<file path="config.mk">
export PLATFORM = sky130hd
export DESIGN_NAME = uart_report_scheduler
export DESIGN_NICKNAME = d
export VERILOG_FILES = /design/src/rtl/uart_report_pkg.sv /design/src/rtl/rr_arbiter.sv /design/src/rtl/uart_report_scheduler.sv
export SDC_FILE = /design/constraint.sdc
export NUM_CORES = 1
export LEC_CHECK = 0
export CORE_MARGIN = 4
export CORE_UTILIZATION = 35
export CTS_BUF_LIST = sky130_fd_sc_hd__clkbuf_4 sky130_fd_sc_hd__clkbuf_8
export CTS_CLUSTER_DIAMETER = 150
export CTS_CLUSTER_SIZE = 24
export DETAILED_ROUTE_END_ITERATION = 16
export GPL_TIMING_DRIVEN = 1
export PLACE_DENSITY_LB_ADDON = 0.2
export SLEW_MARGIN = 30
export SYNTH_ARGS = -nofsm -noshare
export SYNTH_HDL_FRONTEND = slang
export SYNTH_HIERARCHICAL = 1
export SYNTH_SLANG_ARGS = --single-unit
</file>
<file path="constraint.sdc">
create_clock -name Clk -period 5.1 [get_ports Clk]
set_input_delay 1.53 -clock Clk [delete_from_list [all_inputs] [get_ports Clk]]
set_output_delay 1.53 -clock Clk [all_outputs]
set_load 0.1 [all_outputs]
</file>
<file path="src/rtl/uart_report_pkg.sv">
// uart_report_pkg: shared types and constants for the UART report scheduler and its decimal formatter.
package uart_report_pkg;

    localparam int DEF_DATA_W = 16;

    typedef enum logic [2:0] {
        IDLE      = 3'd0,
        START     = 3'd1,
        WAIT_BUSY = 3'd2,
        WAIT_DONE = 3'd3,
        GAP       = 3'd4
    } state_t;

    localparam logic [7:0] ASCII_MINUS  = 8'h2D;
    localparam logic [7:0] ASCII_CR     = 8'h0D;
    localparam logic [7:0] ASCII_DIGIT0 = 8'd48;

endpackage

</file>
<file path="src/rtl/rr_arbiter.sv">
// rr_arbiter: combinational round-robin pick of the first pending channel at or after rr_ptr.
module rr_arbiter #(
    parameter int N_CH = 4,
    localparam int IW = $clog2(N_CH)
) (
    input  logic [N_CH-1:0] pend,
    input  logic [IW-1:0]   rr_ptr,
    output logic            grant_valid,
    output logic [IW-1:0]   grant_idx
);

    logic [IW-1:0] idx;

    // Walk offsets downward so the closest pending channel to rr_ptr is the last one written.
    always_comb begin
        grant_valid = 1'b0;
        grant_idx   = '0;
        idx         = '0;
        for (int i = N_CH - 1; i >= 0; i--) begin
            idx = IW'((int'(rr_ptr) + i) % N_CH);
            if (pend[idx]) begin
                grant_valid = 1'b1;
                grant_idx   = idx;
            end
        end
    end

endmodule

</file>
<file path="src/rtl/uart_report_scheduler.sv">
// uart_report_scheduler: latches per-channel results and feeds them one at a time,
// round-robin, to a shared decimal-ASCII UART formatter.
module uart_report_scheduler
    import uart_report_pkg::*;
#(
    parameter int N_CH         = 4,
    parameter int DATA_W       = DEF_DATA_W,
    parameter int BUSY_TIMEOUT = 16,
    parameter int CNT_W        = 8,
    localparam int IW = $clog2(N_CH)
) (
    input  logic                     Clk,
    input  logic                     Rst,
    input  logic [N_CH-1:0]          i_req,
    input  logic [N_CH*DATA_W-1:0]   i_data,
    output logic [N_CH-1:0]          o_ack,
    output logic [DATA_W-1:0]        o_fmt_data,
    output logic                     o_fmt_start,
    input  logic                     i_fmt_idle,
    output logic [IW-1:0]            o_grant_id,
    output logic                     o_busy,
    output logic [CNT_W-1:0]         o_ovf_cnt,
    output logic                     o_err
);

    localparam int TW = $clog2(BUSY_TIMEOUT + 1);

    state_t              state, state_n;
    logic [N_CH-1:0]     pend;
    logic [DATA_W-1:0]   hold [N_CH];
    logic [IW-1:0]       rr_ptr;
    logic [TW-1:0]       to_cnt;
    logic                grant_valid;
    logic [IW-1:0]       grant_idx;
    logic                fire;
    logic                err_set;
    logic [N_CH-1:0]     grant_oh;
    logic [N_CH-1:0]     ovf_hit;
    logic [3:0]          ovf_pc;
    logic [CNT_W+3:0]    ovf_sum;
    logic [CNT_W-1:0]    ovf_next;

    rr_arbiter #(.N_CH(N_CH)) u_arb (
        .pend       (pend),
        .rr_ptr     (rr_ptr),
        .grant_valid(grant_valid),
        .grant_idx  (grant_idx)
    );

    // Leaving IDLE requires an idle formatter, since the formatter survives our reset.
    always_comb begin
        state_n = state;
        fire    = 1'b0;
        err_set = 1'b0;
        case (state)
            IDLE: begin
                if (grant_valid && i_fmt_idle) begin
                    fire    = 1'b1;
                    state_n = START;
                end
            end
            START:     state_n = WAIT_BUSY;
            WAIT_BUSY: begin
                if (!i_fmt_idle) begin
                    state_n = WAIT_DONE;
                end else if (to_cnt == TW'(BUSY_TIMEOUT - 1)) begin
                    err_set = 1'b1;
                    state_n = IDLE;
                end
            end
            WAIT_DONE: state_n = i_fmt_idle ? GAP : WAIT_DONE;
            GAP:       state_n = IDLE;
            default:   state_n = IDLE;
        endcase
    end

    // A request landing on the channel being granted refills it without counting an overwrite.
    always_comb begin
        grant_oh = fire ? (N_CH'(1) << grant_idx) : '0;
        ovf_hit  = i_req & pend & ~grant_oh;
        ovf_pc   = '0;
        for (int i = 0; i < N_CH; i++) ovf_pc = ovf_pc + 4'(ovf_hit[i]);
        ovf_sum  = {4'b0, o_ovf_cnt} + (CNT_W + 4)'(ovf_pc);
        ovf_next = (ovf_sum > {4'b0, {CNT_W{1'b1}}}) ? {CNT_W{1'b1}} : ovf_sum[CNT_W-1:0];
    end

    always_ff @(posedge Clk or posedge Rst) begin
        if (Rst) begin
            state       <= IDLE;
            pend        <= '0;
            rr_ptr      <= '0;
            to_cnt      <= '0;
            o_ack       <= '0;
            o_fmt_data  <= '0;
            o_fmt_start <= 1'b0;
            o_grant_id  <= '0;
            o_ovf_cnt   <= '0;
            o_err       <= 1'b0;
            for (int k = 0; k < N_CH; k++) hold[k] <= '0;
        end else begin
            state       <= state_n;
            pend        <= (pend & ~grant_oh) | i_req;
            to_cnt      <= (state == WAIT_BUSY) ? to_cnt + TW'(1) : '0;
            o_ack       <= grant_oh;
            o_fmt_start <= fire;
            o_ovf_cnt   <= ovf_next;
            o_err       <= o_err | err_set;
            if (fire) begin
                o_fmt_data <= hold[grant_idx];
                o_grant_id <= grant_idx;
                rr_ptr     <= (grant_idx == IW'(N_CH - 1)) ? '0 : grant_idx + IW'(1);
            end
            for (int k = 0; k < N_CH; k++)
                if (i_req[k]) hold[k] <= i_data[k*DATA_W +: DATA_W];
        end
    end

    assign o_busy = (state != IDLE);

endmodule

</file>
Yosys cells after proc, flatten, opt, wreduce, memory -nomap -nowiden
Cells that the tools add are included.
Cells by class
  shift operators: 1
  equality and inequality tests: 7
  reduce and logical (&&, ||, !) cells: 4
  bitwise operators: 7
  magnitude comparators: 6
  mux-type cells: 33
  add/subtract/negate cells: 9
Operator list (number)
  16-bit binary-select mux with 2-bit select: 1
  16-bit two-way mux: 2
  1-bit two-way mux: 13
  4-bit AND: 3
  2-bit by 3-bit < comparator with 1-bit output (second input constant): 4
  3-bit two-way mux: 4
  3-bit case mux with 4 select lines: 1
  2-bit two-way mux: 5
  8-bit by 4-bit adder with 9-bit output: 1
  9-bit by 8-bit > comparator with 1-bit output (second input constant): 1
  1-bit binary-select mux with 2-bit select: 4
  8-bit two-way mux: 1
  3-bit by 2-bit == test with 1-bit output (second input constant): 2
  5-bit by 1-bit adder with 5-bit output (second input constant): 1
  5-bit by 4-bit == test with 1-bit output (second input constant): 1
  5-bit two-way mux: 1
  2-bit by 1-bit adder with 2-bit output (second input constant): 2
  2-bit adder (second input constant): 2
  3-bit by 1-bit adder with 4-bit output: 1
  4-bit two-way mux: 1
  4-bit inverter: 1
  4-bit OR: 1
  1-bit by 2-bit left shift with 4-bit output (first input constant): 1
  2-bit by 1-bit adder with 3-bit output: 1
  12 further kinds: 12
Storage, ports and cells
  output and inout port bits: 33
  bits in registers: 110
  input bits: 71

Logic depth before layout (Yosys ltp)
  depth in word-level cells: 19
  gate-level depth with buffers: 17
  mapped depth without buffers: 15

Cells and area by module
The synthesis kept the hierarchy.
By module, submodules not included
  uart_report_scheduler: area each 4752.1 µm², cells each 311, instances 1
  rr_arbiter: area each 77.6 µm², cells each 13, instances 1

Worst setup path after synthesis
Ideal clock, no wire load.
  kind: input to register
  start: in i_req[0]
  end: reg o_ovf_cnt[6]
  arrival: 3.921 ns
  cell stages on the path: 11
  buffers on the path: 2
  data required time: 5.015 ns
  path slack: 1.094 ns
  cell sequence: clkbuf_1 > buf_2 > nand3_1 > fa_1 > fa_1 > inv_1 > fa_1 > nand2_1 > nor2_1 > a21oi_1 > a31oi_1
On the way
  longest elaborated chain between the ends: 8
RTL lines
  start: declaration: line uart_report_scheduler.sv:14  | input logic [N_CH-1:0] i_req,
  4-bit AND (*) (2 in a row): line uart_report_scheduler.sv:80  | ovf_hit = i_req & pend & ~grant_oh;
  1-bit by 1-bit adder with 2-bit output (*): line uart_report_scheduler.sv:82  | for (int i = 0; i < N_CH; i++) ovf_pc = ovf_pc + 4'(ovf_hit[i]);
  2-bit by 1-bit adder with 3-bit output (*): line uart_report_scheduler.sv:82
  3-bit by 1-bit adder with 4-bit output (*): line uart_report_scheduler.sv:82
  8-bit by 4-bit adder with 9-bit output (*): line uart_report_scheduler.sv:83  | ovf_sum = {4'b0, o_ovf_cnt} + (CNT_W + 4)'(ovf_pc);
  9-bit by 8-bit > comparator with 1-bit output: line uart_report_scheduler.sv:84  | ovf_next = (ovf_sum > {4'b0, {CNT_W{1'b1}}}) ? {CNT_W{1'b1}} : ovf_sum[CNT_W-1:0];
  8-bit two-way mux (*): line uart_report_scheduler.sv:84
  via ovf_next[6]: line uart_report_scheduler.sv:41  | logic [CNT_W-1:0] ovf_next;
  end signal: assignment: line uart_report_scheduler.sv:106  | o_ovf_cnt <= ovf_next;
  end: declaration: line uart_report_scheduler.sv:22  | output logic [CNT_W-1:0] o_ovf_cnt,
The timed path passes the listed nets; every way through them passes the cells marked *.
A chain may end at the register's enable or synchronous reset.

Worst setup path in the final report
  start: in i_fmt_idle
  end: reg o_ovf_cnt[6]
On the way
  longest elaborated chain between the ends: 12
RTL lines
  start: declaration: line uart_report_scheduler.sv:19  | input logic i_fmt_idle,
  1-bit logical AND (*): line uart_report_scheduler.sv:57  | if (grant_valid && i_fmt_idle) begin
  1-bit two-way mux (*): line uart_report_scheduler.sv:57
  1-bit two-way mux (*): line uart_report_scheduler.sv:55  | case (state)
  4-bit two-way mux (*): line uart_report_scheduler.sv:79  | grant_oh = fire ? (N_CH'(1) << grant_idx) : '0;
  4-bit inverter (*): line uart_report_scheduler.sv:80
  4-bit AND (*): line uart_report_scheduler.sv:80
  1-bit by 1-bit adder with 2-bit output: line uart_report_scheduler.sv:82
  2-bit by 1-bit adder with 3-bit output: line uart_report_scheduler.sv:82
  3-bit by 1-bit adder with 4-bit output (*): line uart_report_scheduler.sv:82
  8-bit by 4-bit adder with 9-bit output (*): line uart_report_scheduler.sv:83
  9-bit by 8-bit > comparator with 1-bit output: line uart_report_scheduler.sv:84
  8-bit two-way mux (*): line uart_report_scheduler.sv:84
  via ovf_next[6]: line uart_report_scheduler.sv:41
Marks and branches as above.

==> metrics <==
status=finished, final reports clean; Clock Sinks=110; gr ovfl total=0; Reg-to-Reg Start=rr_ptr[1]$_DFFE_PP0N_; crit path cell chain=clkdlybuf4s50_1 > nand2_1 > nor2_8 > nand2_4 > nand3_1 > fa_1 > fa_1 > inv_1 > fa_1 > nand2_1 > nor2_1 > a21oi_1 > a31oi_1; Port Buf Inserts=103; Post-Syn Instances=324; total track usage=14.5%; relative slew slack=29.8%; Seq/Total Area, Yosys=57.0%; Peak Freq=236 MHz; I/O pins=104; DR iter-0 viols=123; final setup TNS=0 ns; mux share of post-synthesis cell area=27.5%; worst setup margin=0.865 ns; share of post-route cells with drive strength above 1=29.0%; vias in the first global route=3280; Simple-Gate Fraction of Synth Area=5.93%; Worst-path clk slew=0.10 ns; CTS Root Cell=clkbuf_8; CP delay by family, top=adder cells; met2 GRT Util=24.3%; number of buffers created by CTS=9; HP Class=register to register; hold depth=1; Max clock buf depth=2; Worst R2R End=o_ovf_cnt[6]$_DFF_PP0_; worst reg2reg path depth=15; antenna violations before repair=0; Max VDD drop=267 µV; Antenna diodes=0; total power=0.00377 W; Resized cells post-CTS=0; Max Transition Viols Final=0; pwr/cell area=604 nW/µm²; CP Capture Type=register; CP peak stage delay=0.53 ns; CTS tree=built; post-synth top area share=57.0%; Setup violations, final=0; crit start category=input port; Final Skew=0.00853 ns; Area contributors post-synth=dfrtp_1 (57%), mux2_2 (17%), mux4_2 (7.5%), ha_1 (1.8%), mux2_1 (1.4%); vias=2959; Die Y-Extent=125 µm; # nets final=512; Multi-input gate area=1940 µm²; Worst Path Arrival=4.52 ns; drt pass-1 iters=4; WL final=10.9 mm; yosys warns=6; die width=125 µm; area grow syn2layout=29.3%; cell repeated most along the worst path=fa_1; first-pass GRT wire length=17.8 mm; buffers plus inverters on the worst setup path=2; Period minus WS final=4.23 ns; RSZ-0062 raised after global routing=false; Hold EP=to_cnt[0]$_DFF_PP0_; Core Region=13400 µm²; Worst-Skew Late Latency=0.36 ns; num rows=42; largest family of logic cells by synthesized area=multiplexers; GRT Max-Usage Layer=met2; CP max stage cell=clkdlybuf4s50_1; post-synthesis adder-cell area fraction=3.06%; Syn Area/Cell=14.9 µm²; Final ANT Viol Nets=0; Vias/cell=4.85; H-tree Lvls=3; cell taking the most area after synthesis=dfrtp_1; XOR/XNOR share of the synthesized area=0.725%; GR Layer Usage met1=18.5%; Hold Crit Start=to_cnt[0]$_DFF_PP0_; GR Util met3=4.43%; fill count=1245; Yosys reg bits=110; CP required=5.39 ns; Initial Utilization=36.0%; worst slew pin tran=1.05 ns; routability cong.=0.781; largest net degree at the start of global routing=58; post-DP HPWL=7.75 mm; period utilisation layout=83.0%; critical setup path kind=input port to register; MaxCap Viol Count=0; Final Hold Fails=0; crit-path max FO=11; Post-Synthesis Cell Area=4830 µm²; cts hold-fix bufs=0; area fraction in compound gates after synthesis=2.62%; leakage=2.68 nW; register area=2750 µm²; wire per inst=17.8 µm; Post-Place Setup Slack=0.527 ns; Netlist cell types=37; # Post-CTS Setup Buffers=0; Syn Nets=405; Residual DRC=0; die footprint=15700 µm²; R2R Setup Slk=1.50 ns
worst register-to-register path: stages, from the launching register on:
cell and delay (ns):
dfrtp_1 0.45, nor3b_1 0.23, a211oi_1 0.09, nor2_2 0.39, inv_1 0.14, ha_1 0.24
nand2_4 0.07, nand3_1 0.10, fa_1 0.50, fa_1 0.47, inv_1 0.08, fa_1 0.20
nand2_1 0.08, nor2_1 0.22, a21oi_1 0.11, a31oi_1 0.15
sequential cells by signal, summed over array words and instances, names as in the netlist:
signal	count
hold	64
o_fmt_data	16
o_ovf_cnt	8
to_cnt	5
o_ack	4
pend	4
state	3
o_grant_id	2
rr_ptr	2
o_err	1
o_fmt_start	1
synthesized netlist by cell type, drive strengths merged:
cell type	instances
a211oi	2
and3	2
nand3	6
inv	13
mux2i	2
ha	7
clkbuf	3
xnor2	1
nor3	1
xor2	3
mux4	16
nand2	16
o41ai	1
nor2b	2
a21oi	4
o2111ai	1
o22ai	1
a21o	4
buf	12
nor3b	2
or3	2
nand2b	4
o21ai	2
fa	3
mux2	83
a41o	1
a31oi	2
dfrtp	110
nor2	18
layer usage:
metal	part of all wire [%]	up-vias	routed length [µm]
met5	0	-	0
met4	1.2	0	131
met3	6.1	9	664
met2	49	82	5390
met1	43	1516	4700
li1	-	1352	-
cells by family (layout without fill, tap and decap cells):
group | Yosys count | after routing
AOI/OAI and AO/OA | 18 | 18
xor gates and xnor gates | 4 | 4
adders and majority gates | 10 | 10
buffers and inverters | 28 | 138
DFF | 110 | 110
muxes | 101 | 101
and+or+nand+nor | 53 | 53
cells in the final DEF, fill, tap and decap left out, types with 6 or more instances in the layout:
cell / count
dfrtp_1: 110
clkdlybuf4s50_1: 100
mux2_2: 73
mux4_2: 16
nor2_1: 16
nand2_1: 12
inv_1: 12
clkbuf_8: 11
ha_1: 7
buf_4: 7
mux2_1: 6
nand3_1: 6
worst max-delay path by stage:
stage	from	to	slack, ns	depth (start not counted)
final	i_fmt_idle	o_ovf_cnt[6]$_DFF_PP0_	0.87	13
after global routing	i_fmt_idle	o_ovf_cnt[1]$_DFF_PP0_	0.69	13
after detailed placement	i_fmt_idle	o_ovf_cnt[6]$_DFF_PP0_	0.53	13
after floorplan	Rst	hold[0]$_DFFE_PP0P_	0.67	1
after CTS	i_fmt_idle	o_ovf_cnt[6]$_DFF_PP0_	0.89	13
after global placement	i_fmt_idle	o_ovf_cnt[6]$_DFF_PP0_	0.59	13
stage by stage:
step | hold slack, ns | util, % | area, µm² | instances
final | 0.470 | 46.6 | 6240 | 610
after global routing | 0.477 | 46.6 | 6240 | 610
after CTS | 0.473 | 46.7 | 6260 | 610
after floorplan | 0.433 | - | 4830 | 324
after global placement | 0.447 | 45.2 | 6060 | 596
after detailed placement | 0.459 | 45.2 | 6060 | 596
layout make-up:
type                    count  area share [%]
well taps                 176            3.53
multi-input cells         186            31.0
clock inverters             1           0.481
repair buffers            111            17.4
flip-flops and latches    110            44.1
inverters                  13           0.821
clock buffers              13            2.66
report_power, final:
part | switching [W] | total, W | internal (W)
clock network | 0.000270 | 0.000530 | 0.000260
logic | 0.00134 | 0.00203 | 0.000688
registers | 0.000149 | 0.00122 | 0.00107
Note: power is estimated with default switching activity, not from simulation.
